[src/rtl/seq_num_tagger_if.sv]
// -----------------------------------------------------------------------------
// seq_num_tagger_if
//   Bundles the payload handshake, the tagged-packet handshake, the Ack input
//   and the sequence status outputs of seq_num_tagger.
//
//   master : the surrounding logic (payload source, LCRC sink, Ack receiver).
//   slave  : the seq_num_tagger block itself.
//
//   Signals
//     in_valid / in_ready / in    : TLP payload handshake (PACKET_SIZE bits)
//     out_valid / out_ready / out : tagged packet {4'b0000, seq, payload}
//     ack_valid / ack_seq         : received Ack DLLP and its sequence number
//     next_seq / acked_seq        : NEXT_TRANSMIT_SEQ / ACKD_SEQ
//     outstanding                 : unacknowledged TLP count
//     ack_err                     : only when SEQ_TAG_ACK_ERR_EN is defined
// -----------------------------------------------------------------------------
interface seq_num_tagger_if #(
    parameter int PACKET_SIZE = 32
);
    logic                      in_valid;
    logic                      in_ready;
    logic [PACKET_SIZE-1:0]    in;
    logic                      out_valid;
    logic                      out_ready;
    logic [PACKET_SIZE+16-1:0] out;
    logic                      ack_valid;
    logic [11:0]               ack_seq;
    logic [11:0]               next_seq;
    logic [11:0]               acked_seq;
    logic [11:0]               outstanding;
`ifdef SEQ_TAG_ACK_ERR_EN
    logic                      ack_err;

    modport master (
        output in_valid, in, out_ready, ack_valid, ack_seq,
        input  in_ready, out_valid, out, next_seq, acked_seq, outstanding, ack_err
    );

    modport slave (
        input  in_valid, in, out_ready, ack_valid, ack_seq,
        output in_ready, out_valid, out, next_seq, acked_seq, outstanding, ack_err
    );
`else
    modport master (
        output in_valid, in, out_ready, ack_valid, ack_seq,
        input  in_ready, out_valid, out, next_seq, acked_seq, outstanding
    );

    modport slave (
        input  in_valid, in, out_ready, ack_valid, ack_seq,
        output in_ready, out_valid, out, next_seq, acked_seq, outstanding
    );
`endif
endinterface

[src/rtl/seq_num_tagger.sv]
// -----------------------------------------------------------------------------
// seq_num_tagger
//   Transmit-side data link layer stage in front of the LCRC generator.
//   Prepends {4'b0000, seq[11:0]} to each accepted TLP payload and holds the
//   tagged packet in a single output register (full throughput when the
//   downstream keeps out_ready high). Tracks NEXT_TRANSMIT_SEQ, ACKD_SEQ and
//   the outstanding-TLP count, and stalls the source when MAX_OUTSTANDING
//   TLPs are unacknowledged.
//
//   Parameters
//     PACKET_SIZE     : payload width in bits (multiple of 8)
//     MAX_OUTSTANDING : replay window size, 1..2048
//
//   Ports
//     clk   : clock, rising edge
//     reset : synchronous, active-high
//     bus   : seq_num_tagger_if.slave (handshakes, Ack input, status outputs)
//
//   Optional feature macro: SEQ_TAG_ACK_ERR_EN
//     When defined, bus.ack_err pulses for one cycle after an Ack whose
//     sequence distance exceeds the outstanding count was sampled.
// -----------------------------------------------------------------------------
module seq_num_tagger #(
    parameter int PACKET_SIZE     = 32,
    parameter int MAX_OUTSTANDING = 2048
) (
    input logic            clk,
    input logic            reset,
    seq_num_tagger_if.slave bus
);
    localparam int          OUT_W   = PACKET_SIZE + 16;
    localparam logic [11:0] MAX_OUT = 12'(MAX_OUTSTANDING);

    typedef enum logic {EMPTY = 1'b0, FULL = 1'b1} state_t;

    state_t            state_q, state_d;
    logic [OUT_W-1:0]  out_q, out_d;
    logic [11:0]       next_seq_q, next_seq_d;
    logic [11:0]       acked_seq_q, acked_seq_d;
    logic [11:0]       outstanding_q, outstanding_d;

    logic              blocked;
    logic              in_ready;
    logic              accept;
    logic [11:0]       delta;
    logic              ack_ok;

    // Modulo-4096 distance from the last acknowledged sequence number.
    function automatic logic [11:0] seq_dist(input logic [11:0] to_seq,
                                             input logic [11:0] from_seq);
        return to_seq - from_seq;
    endfunction

    // ---- state register ----
    always_ff @(posedge clk) begin
        if (reset) begin
            state_q <= EMPTY;
        end else begin
            state_q <= state_d;
        end
    end

    // ---- next-state logic ----
    always_comb begin
        state_d = state_q;
        case (state_q)
            EMPTY: if (accept) state_d = FULL;
            FULL: begin
                if (accept)             state_d = FULL;
                else if (bus.out_ready) state_d = EMPTY;
            end
            default: state_d = EMPTY;
        endcase
    end

    // ---- output logic ----
    // in_ready depends only on registered state, registered outstanding and
    // out_ready; in_valid and ack_valid never feed it.
    always_comb begin
        blocked  = (outstanding_q == MAX_OUT);
        in_ready = !reset && !blocked && ((state_q == EMPTY) || bus.out_ready);
    end

    assign accept = bus.in_valid && in_ready;

    // ---- datapath and sequence bookkeeping ----
    always_comb begin
        out_d       = out_q;
        next_seq_d  = next_seq_q;
        acked_seq_d = acked_seq_q;

        if (accept) begin
            out_d      = {4'b0000, next_seq_q, bus.in};
            next_seq_d = next_seq_q + 12'd1;
        end

        // Window check uses the pre-update count, even when a packet is
        // accepted on the same edge.
        delta  = seq_dist(bus.ack_seq, acked_seq_q);
        ack_ok = bus.ack_valid && (delta != 12'd0) && (delta <= outstanding_q);

        if (ack_ok) begin
            acked_seq_d = bus.ack_seq;
        end

        outstanding_d = outstanding_q + 12'(accept) - (ack_ok ? delta : 12'd0);
    end

    always_ff @(posedge clk) begin
        if (reset) begin
            out_q         <= '0;
            next_seq_q    <= 12'd0;
            acked_seq_q   <= 12'hFFF;
            outstanding_q <= 12'd0;
        end else begin
            out_q         <= out_d;
            next_seq_q    <= next_seq_d;
            acked_seq_q   <= acked_seq_d;
            outstanding_q <= outstanding_d;
        end
    end

`ifdef SEQ_TAG_ACK_ERR_EN
    logic ack_err_q, ack_err_d;

    // Out-of-window Ack: flagged for one cycle, otherwise ignored.
    always_comb begin
        ack_err_d = bus.ack_valid && (delta > outstanding_q);
    end

    always_ff @(posedge clk) begin
        if (reset) begin
            ack_err_q <= 1'b0;
        end else begin
            ack_err_q <= ack_err_d;
        end
    end

    assign bus.ack_err = ack_err_q;
`endif

    assign bus.in_ready    = in_ready;
    assign bus.out_valid   = (state_q == FULL);
    assign bus.out         = out_q;
    assign bus.next_seq    = next_seq_q;
    assign bus.acked_seq   = acked_seq_q;
    assign bus.outstanding = outstanding_q;

endmodule

[src/flat_wrapper.sv]
// flat-port wrapper written by rule: the top's interface ports become plain ports
module seq_num_tagger_flat 
#(
    parameter int PACKET_SIZE     = 32,
    parameter int MAX_OUTSTANDING = 2048
)
  (clk, reset, bus_in_valid, bus_in, bus_out_ready, bus_ack_valid, bus_ack_seq, bus_in_ready, bus_out_valid, bus_out, bus_next_seq, bus_acked_seq, bus_outstanding);
  seq_num_tagger_if #(.PACKET_SIZE(PACKET_SIZE)) bus_i ();
  input logic clk;
  input logic reset;
  input wire logic [$bits(bus_i.in_valid)-1:0] bus_in_valid;
  input wire logic [$bits(bus_i.in)-1:0] bus_in;
  input wire logic [$bits(bus_i.out_ready)-1:0] bus_out_ready;
  input wire logic [$bits(bus_i.ack_valid)-1:0] bus_ack_valid;
  input wire logic [$bits(bus_i.ack_seq)-1:0] bus_ack_seq;
  output wire logic [$bits(bus_i.in_ready)-1:0] bus_in_ready;
  output wire logic [$bits(bus_i.out_valid)-1:0] bus_out_valid;
  output wire logic [$bits(bus_i.out)-1:0] bus_out;
  output wire logic [$bits(bus_i.next_seq)-1:0] bus_next_seq;
  output wire logic [$bits(bus_i.acked_seq)-1:0] bus_acked_seq;
  output wire logic [$bits(bus_i.outstanding)-1:0] bus_outstanding;
  assign bus_i.in_valid = bus_in_valid;
  assign bus_i.in = bus_in;
  assign bus_i.out_ready = bus_out_ready;
  assign bus_i.ack_valid = bus_ack_valid;
  assign bus_i.ack_seq = bus_ack_seq;
  assign bus_in_ready = bus_i.in_ready;
  assign bus_out_valid = bus_i.out_valid;
  assign bus_out = bus_i.out;
  assign bus_next_seq = bus_i.next_seq;
  assign bus_acked_seq = bus_i.acked_seq;
  assign bus_outstanding = bus_i.outstanding;
  seq_num_tagger #(.PACKET_SIZE(PACKET_SIZE), .MAX_OUTSTANDING(MAX_OUTSTANDING)) u_core (.clk(clk), .reset(reset), .bus(bus_i));
endmodule
[config.mk]
export PLATFORM = sky130hd
export DESIGN_NAME = seq_num_tagger_flat
export DESIGN_NICKNAME = d
export VERILOG_FILES = /design/src/rtl/seq_num_tagger_if.sv /design/src/rtl/seq_num_tagger.sv /design/src/flat_wrapper.sv
export SDC_FILE = /design/constraint.sdc
export NUM_CORES = 1
export LEC_CHECK = 0
export ABC_CLOCK_PERIOD_IN_PS = 9050
export CORE_ASPECT_RATIO = 0.7
export CORE_UTILIZATION = 30
export CTS_CLUSTER_DIAMETER = 80
export DETAILED_ROUTE_END_ITERATION = 16
export PLACE_DENSITY = 0.62
export SYNTH_ARGS = -nofsm -noshare
export SYNTH_HDL_FRONTEND = slang
export SYNTH_SLANG_ARGS = --single-unit
[constraint.sdc]
create_clock -name clk -period 9.05 [get_ports clk]
set_input_delay 1.3575 -clock clk [delete_from_list [all_inputs] [get_ports clk]]
set_output_delay 1.3575 -clock clk [all_outputs]
set_load 0.01 [all_outputs]
-- Word level (Yosys, flattened, before mapping)
Cells that the tools add are included.
Widths: inputs -> output; s select.
- word-level logic and storage cells: 26
- output and inout port bits: 86
- register bits: 81
- reduce and logical (&&, ||, !) cells: 9
- equal/unequal tests: 1
- add/subtract/negate cells: 4
- mux-type cells: 5
- bitwise logic cells: 1
- magnitude comparators: 1
- operator list (kind ; count):
    $sub 12x12->12 ; 2
    $add 12x1->12 ; 1
    $add 12x1->12 const B ; 1
    $eq 12x12->1 const B ; 1
    $le 12x12->1 ; 1
    $mux 12 ; 1
    $reduce_bool 12->1 ; 1
    $logic_and 1x1->1 ; 5
    $mux 1 ; 3
    $logic_not 1->1 ; 2
    $pmux 1 s2 ; 1
    $logic_or 1x1->1 ; 1
    $not 1->1 ; 1

-- Logic depth before layout (Yosys ltp)
- depth in word-level cells: 7
- depth in mapped cells: 32
- gate-level depth less buffers: 31

-- Worst setup path before layout
Ideal clock, no wire load.
- path kind: input -> register
- start: input port bus_ack_seq[0]
- end: register u_core.outstanding_q[10], in the netlist u_core.bus.outstanding[10]
- stages on the path: 32
- data required time: 8.919 ns
- library setup time: 0.131 ns
- buffers on the path: 1
- slack: 2.309 ns
- arrival time: 6.610 ns
- cell sequence: inv_1 > ha_1 > inv_1 > fa_1 > a211oi_1 > o21a_1 > o21ai_0 > and3_1 > nor2_1 > ha_1 > nand3_1 > or3_1 > a21oi_1 > a2111oi_0 > o21ai_0 > a311oi_1 > o21a_1 > buf_6 > nor2b_1 > ha_1 > inv_1 > ha_1 > inv_1 > fa_1 > nor2b_1 > o21ai_0 > a21oi_1 > o21ai_0 > a21oi_1 > o211ai_1 > a21boi_0 > nor3b_1
- cells in the longest elaborated chain, start to end: 6
- elaborated cells on any way between the ends: 7
- RTL lines (item ; RTL line ; text):
    start: declaration ; flat_wrapper.sv:15 ; input wire logic [$bits(bus_i.ack_seq)-1:0] bus_ack_seq;
    $sub 12x12->12 (*) ; seq_num_tagger.sv:51 ; return to_seq - from_seq;
    branches (longest 3 deep; another with $le 12x12->1) ; - ;
    $mux 12 (*) ; seq_num_tagger.sv:106 ; outstanding_d = outstanding_q + 12'(accept) - (ack_ok ? delta : 12'd0);
    $sub 12x12->12 (*) ; seq_num_tagger.sv:106 ;
    end signal: assignment ; seq_num_tagger.sv:119 ; outstanding_q <= outstanding_d;
    end: declaration ; seq_num_tagger.sv:40 ; logic [11:0] outstanding_q, outstanding_d;
Every way passes the cells marked *.
A chain may end at the register's enable or synchronous reset.

-- Final worst setup path
Ends and elaborated chain as after synthesis.

==> reports/metrics.cfg <==
[setup_path]
reg2reg_slack_ps=2540
required_ps=9250
worstReg2RegEnd=u_core.bus.outstanding[10]
start_kind=input pin
worstPathArrival_ps=7830
crit_family=compound AO/OA/AOI/OAI gates
worst-path-buf-inv=5
worstPathMaxFanout=6
r2r-start=u_core.bus.acked_seq[0]
r2r_cells=30
end_kind=flip-flop
slowest_stage=a2111oi_0
cp_slowest_stage_delay_ps=460
critPathKind=input pin to flip-flop

[finish]
fillers=1398
nets=777
layout.area.seq_sq_um=1622
post_route_cells_drive_above_1_share_pct=4.082
antenna_cells=0
syn_to_final_growth_pct=39.19
layout.cells.non_filler=876
multiInputGateArea_sq_um=2579

[clocking]
cts.repair.resized=0
numCtsBuffers=9
ctsRootBufferMaster=clkbuf_16
cts_htree_levels=3
worstSkewPairLatency_ps=340
clk_path_buf_depth=2
cts_tree=yes
ctsHoldBuffers=0
postCtsSetupBuffers=0
path_clk_slew_ps=70
cts_sinks=81

[pwr]
p_per_area_nw_per_um2=334.2
peakVddDrop_uv=172.1
power.leakage_nw=2.445

[floorplanning]
core-area_sq_um=14190
initial_core_util_pct=31.41
die_y_microns=104.0
die_x_microns=147.7
dieArea_sq_um=15360
placementRows=36
ioPinCount=135

[timing]
timing.final.hold_violations=0
post-route-min-period_ps=7630
setup_viol=0
slew_viol_final=0
fin_ws_ps=1420
fmax_mhz=131.1
clock_skew_ps=5.719
fin_crit_sh_pct=84.31
tns_ps=0
max-slew-margin-rel_pct=45.63
tightest_slew_ps=815.6
rsz0062_at_grt=no

[yosys]
synthCells=559
yosys-top-cells-area=dfxtp_1 36%, ha_1 13%, nand2_1 9.5%
synth_edf_count=0
synth_ff_type=dfxtp_1
synth_seq_cells=81
synth.most_common_cell=nand2_1
async_flop_share_pct=0
yosysTopAreaCellShare_pct=36.38
synth_area_leader_cell=dfxtp_1
syn_avg_cell_area_sq_um=7.973
ys_warn_count=0
synth_area_sq_um=4457
synth_common_cells=113 x nand2_1, 81 x dfxtp_1, 62 x a21oi_1
seq_area_frac_synth_pct=36.38
synth_cell_types=51

[placed_design]
gp_congestion=0.9048
hpwlAfterDp_microns=9308
dp_slack_ps=1174
port_buffers=130
place_inst=860

[global_route]
antenna_found_initial=0
gr-total-overflow=0
gr-max-usage-layer=met2
grt_util_met3_pct=3.114
grt_pass1_wl_microns=21230
grtUsageTotal_pct=17.14
met2_usage_pct=27.19
use_met1_pct=22.92
grt_pass1_vias=4269
grt_max_degree=75

[status]
status=finished clean

[worst_hold_path]
hold_start=u_core.bus.out[32]
hold_path.class=flip-flop to flip-flop
holdPathStages=2
whs_endpoint=u_core.bus.out[32]

[drt]
drt-initial-drc-count=278
drc=0
num_vias=4305
ant_nets=0
vias_per_cell=4.914
wire_per_inst_microns=14.44
drt-pass1-iter-count=4
drt_wl_total_microns=12650

[run]
maxCapViolCount=0

-- worst reg2reg max path, delay by kind of cell, from the launching register on --
kind	cells	cell delay, ps
flip-flops	1	360
AO/OA/AOI/OAI	14	3120
buffers and inverters	3	180
AND/OR/NAND/NOR	7	1030
adder cells (fa/ha/maj)	6	1660
-- metrics by stage --
stage / util [%] / total power, W / cell area, sq um / hold WS [ps]
final: 43.72 / 0.002073 / 6203 / 452.8
after detailed placement: 41.68 / 0.001718 / 5914 / 445.5
after floorplan: - / 0.001365 / 4468 / 480.5
after CTS: 43.72 / 0.002088 / 6203 / 454.6
after global placement: 41.68 / 0.001682 / 5914 / 441.8
after global routing: 43.72 / 0.002267 / 6203 / 474.5
-- where the power goes --
| part | total (W) | switching (W) | internal [W] |
|---|---|---|---|
| Clock | 0.000356 | 0.000160 | 0.000196 |
| Combinational | 0.00124 | 0.000667 | 0.000574 |
| Sequential | 0.000476 | 0.0000538 | 0.000422 |
-- layer usage --
metal,up-vias,share of wire (%)
met2,97,44
li1,2161,-
met1,2022,49
met3,25,4.4
met4,0,2.4
met5,-,0
-- sequential cells by signal, indices dropped and copies added, names as in the netlist --
signal	count
u_core.bus.out	44
u_core.bus.acked_seq	12
u_core.bus.next_seq	12
u_core.bus.outstanding	12
u_core.bus.out_valid	1
-- final cells by class --
type / instances / share of cell area (%)
clock buffer: 10 / 3.852
inverter: 36 / 2.178
clock inverter: 6 / 0.8068
sequential: 81 / 26.14
timing repair buffer: 136 / 21.62
tap: 190 / 3.832
multi-input combinational: 417 / 41.57
-- worst max path at each step --
stage | slack (ps) | start | cells after the start | endpoint
6_report | 1420 | bus_ack_seq[0] | 32 | u_core.bus.outstanding[10]
3_5_place_dp | 1170 | bus_ack_seq[0] | 32 | u_core.bus.outstanding[10]
4_1_cts | 1510 | bus_ack_seq[0] | 32 | u_core.bus.outstanding[10]
3_3_place_gp | 1500 | bus_ack_seq[0] | 32 | u_core.bus.outstanding[10]
2_1_floorplan | 2310 | bus_ack_seq[0] | 32 | u_core.bus.outstanding[10]
5_1_grt | 900 | bus_ack_seq[0] | 32 | u_core.bus.outstanding[10]
-- cells by family (layout without fill, tap and decap cells) --
family                   after synthesis  in the layout  share of synthesized area [%]
buffers and inverters                 64            188                          6.008
AO/OA/AOI/OAI                        134            134                          18.75
adder cells (fa/ha/maj)               47             47                          13.53
other                                  1              4                        0.08414
multiplexers                           2              2                         0.4492
flip-flops                            81             81                          36.38
XOR/XNOR                              19             19                          3.734
AND/OR/NAND/NOR                      211            211                          21.06
-- cells in the final DEF, fill, tap and decap left out, drive strengths merged, types with 8 or more instances in the layout --
| cell | synthesis | layout |
|---|---|---|
| xnor2 | 8 | 8 |
| nand3 | 10 | 10 |
| nor2b | 8 | 8 |
| dfxtp | 81 | 81 |
| inv | 35 | 37 |
| xor2 | 11 | 11 |
| clkbuf | 20 | 10 |
| nor3 | 9 | 9 |
| o211ai | 23 | 23 |
| o21ai | 14 | 14 |
| clkdlybuf4s50 | 0 | 129 |
| a21oi | 62 | 62 |
| ha | 45 | 45 |
| nor2 | 37 | 37 |
| nand2 | 113 | 113 |
No activity file was read; power rests on OpenSTA's default activity.
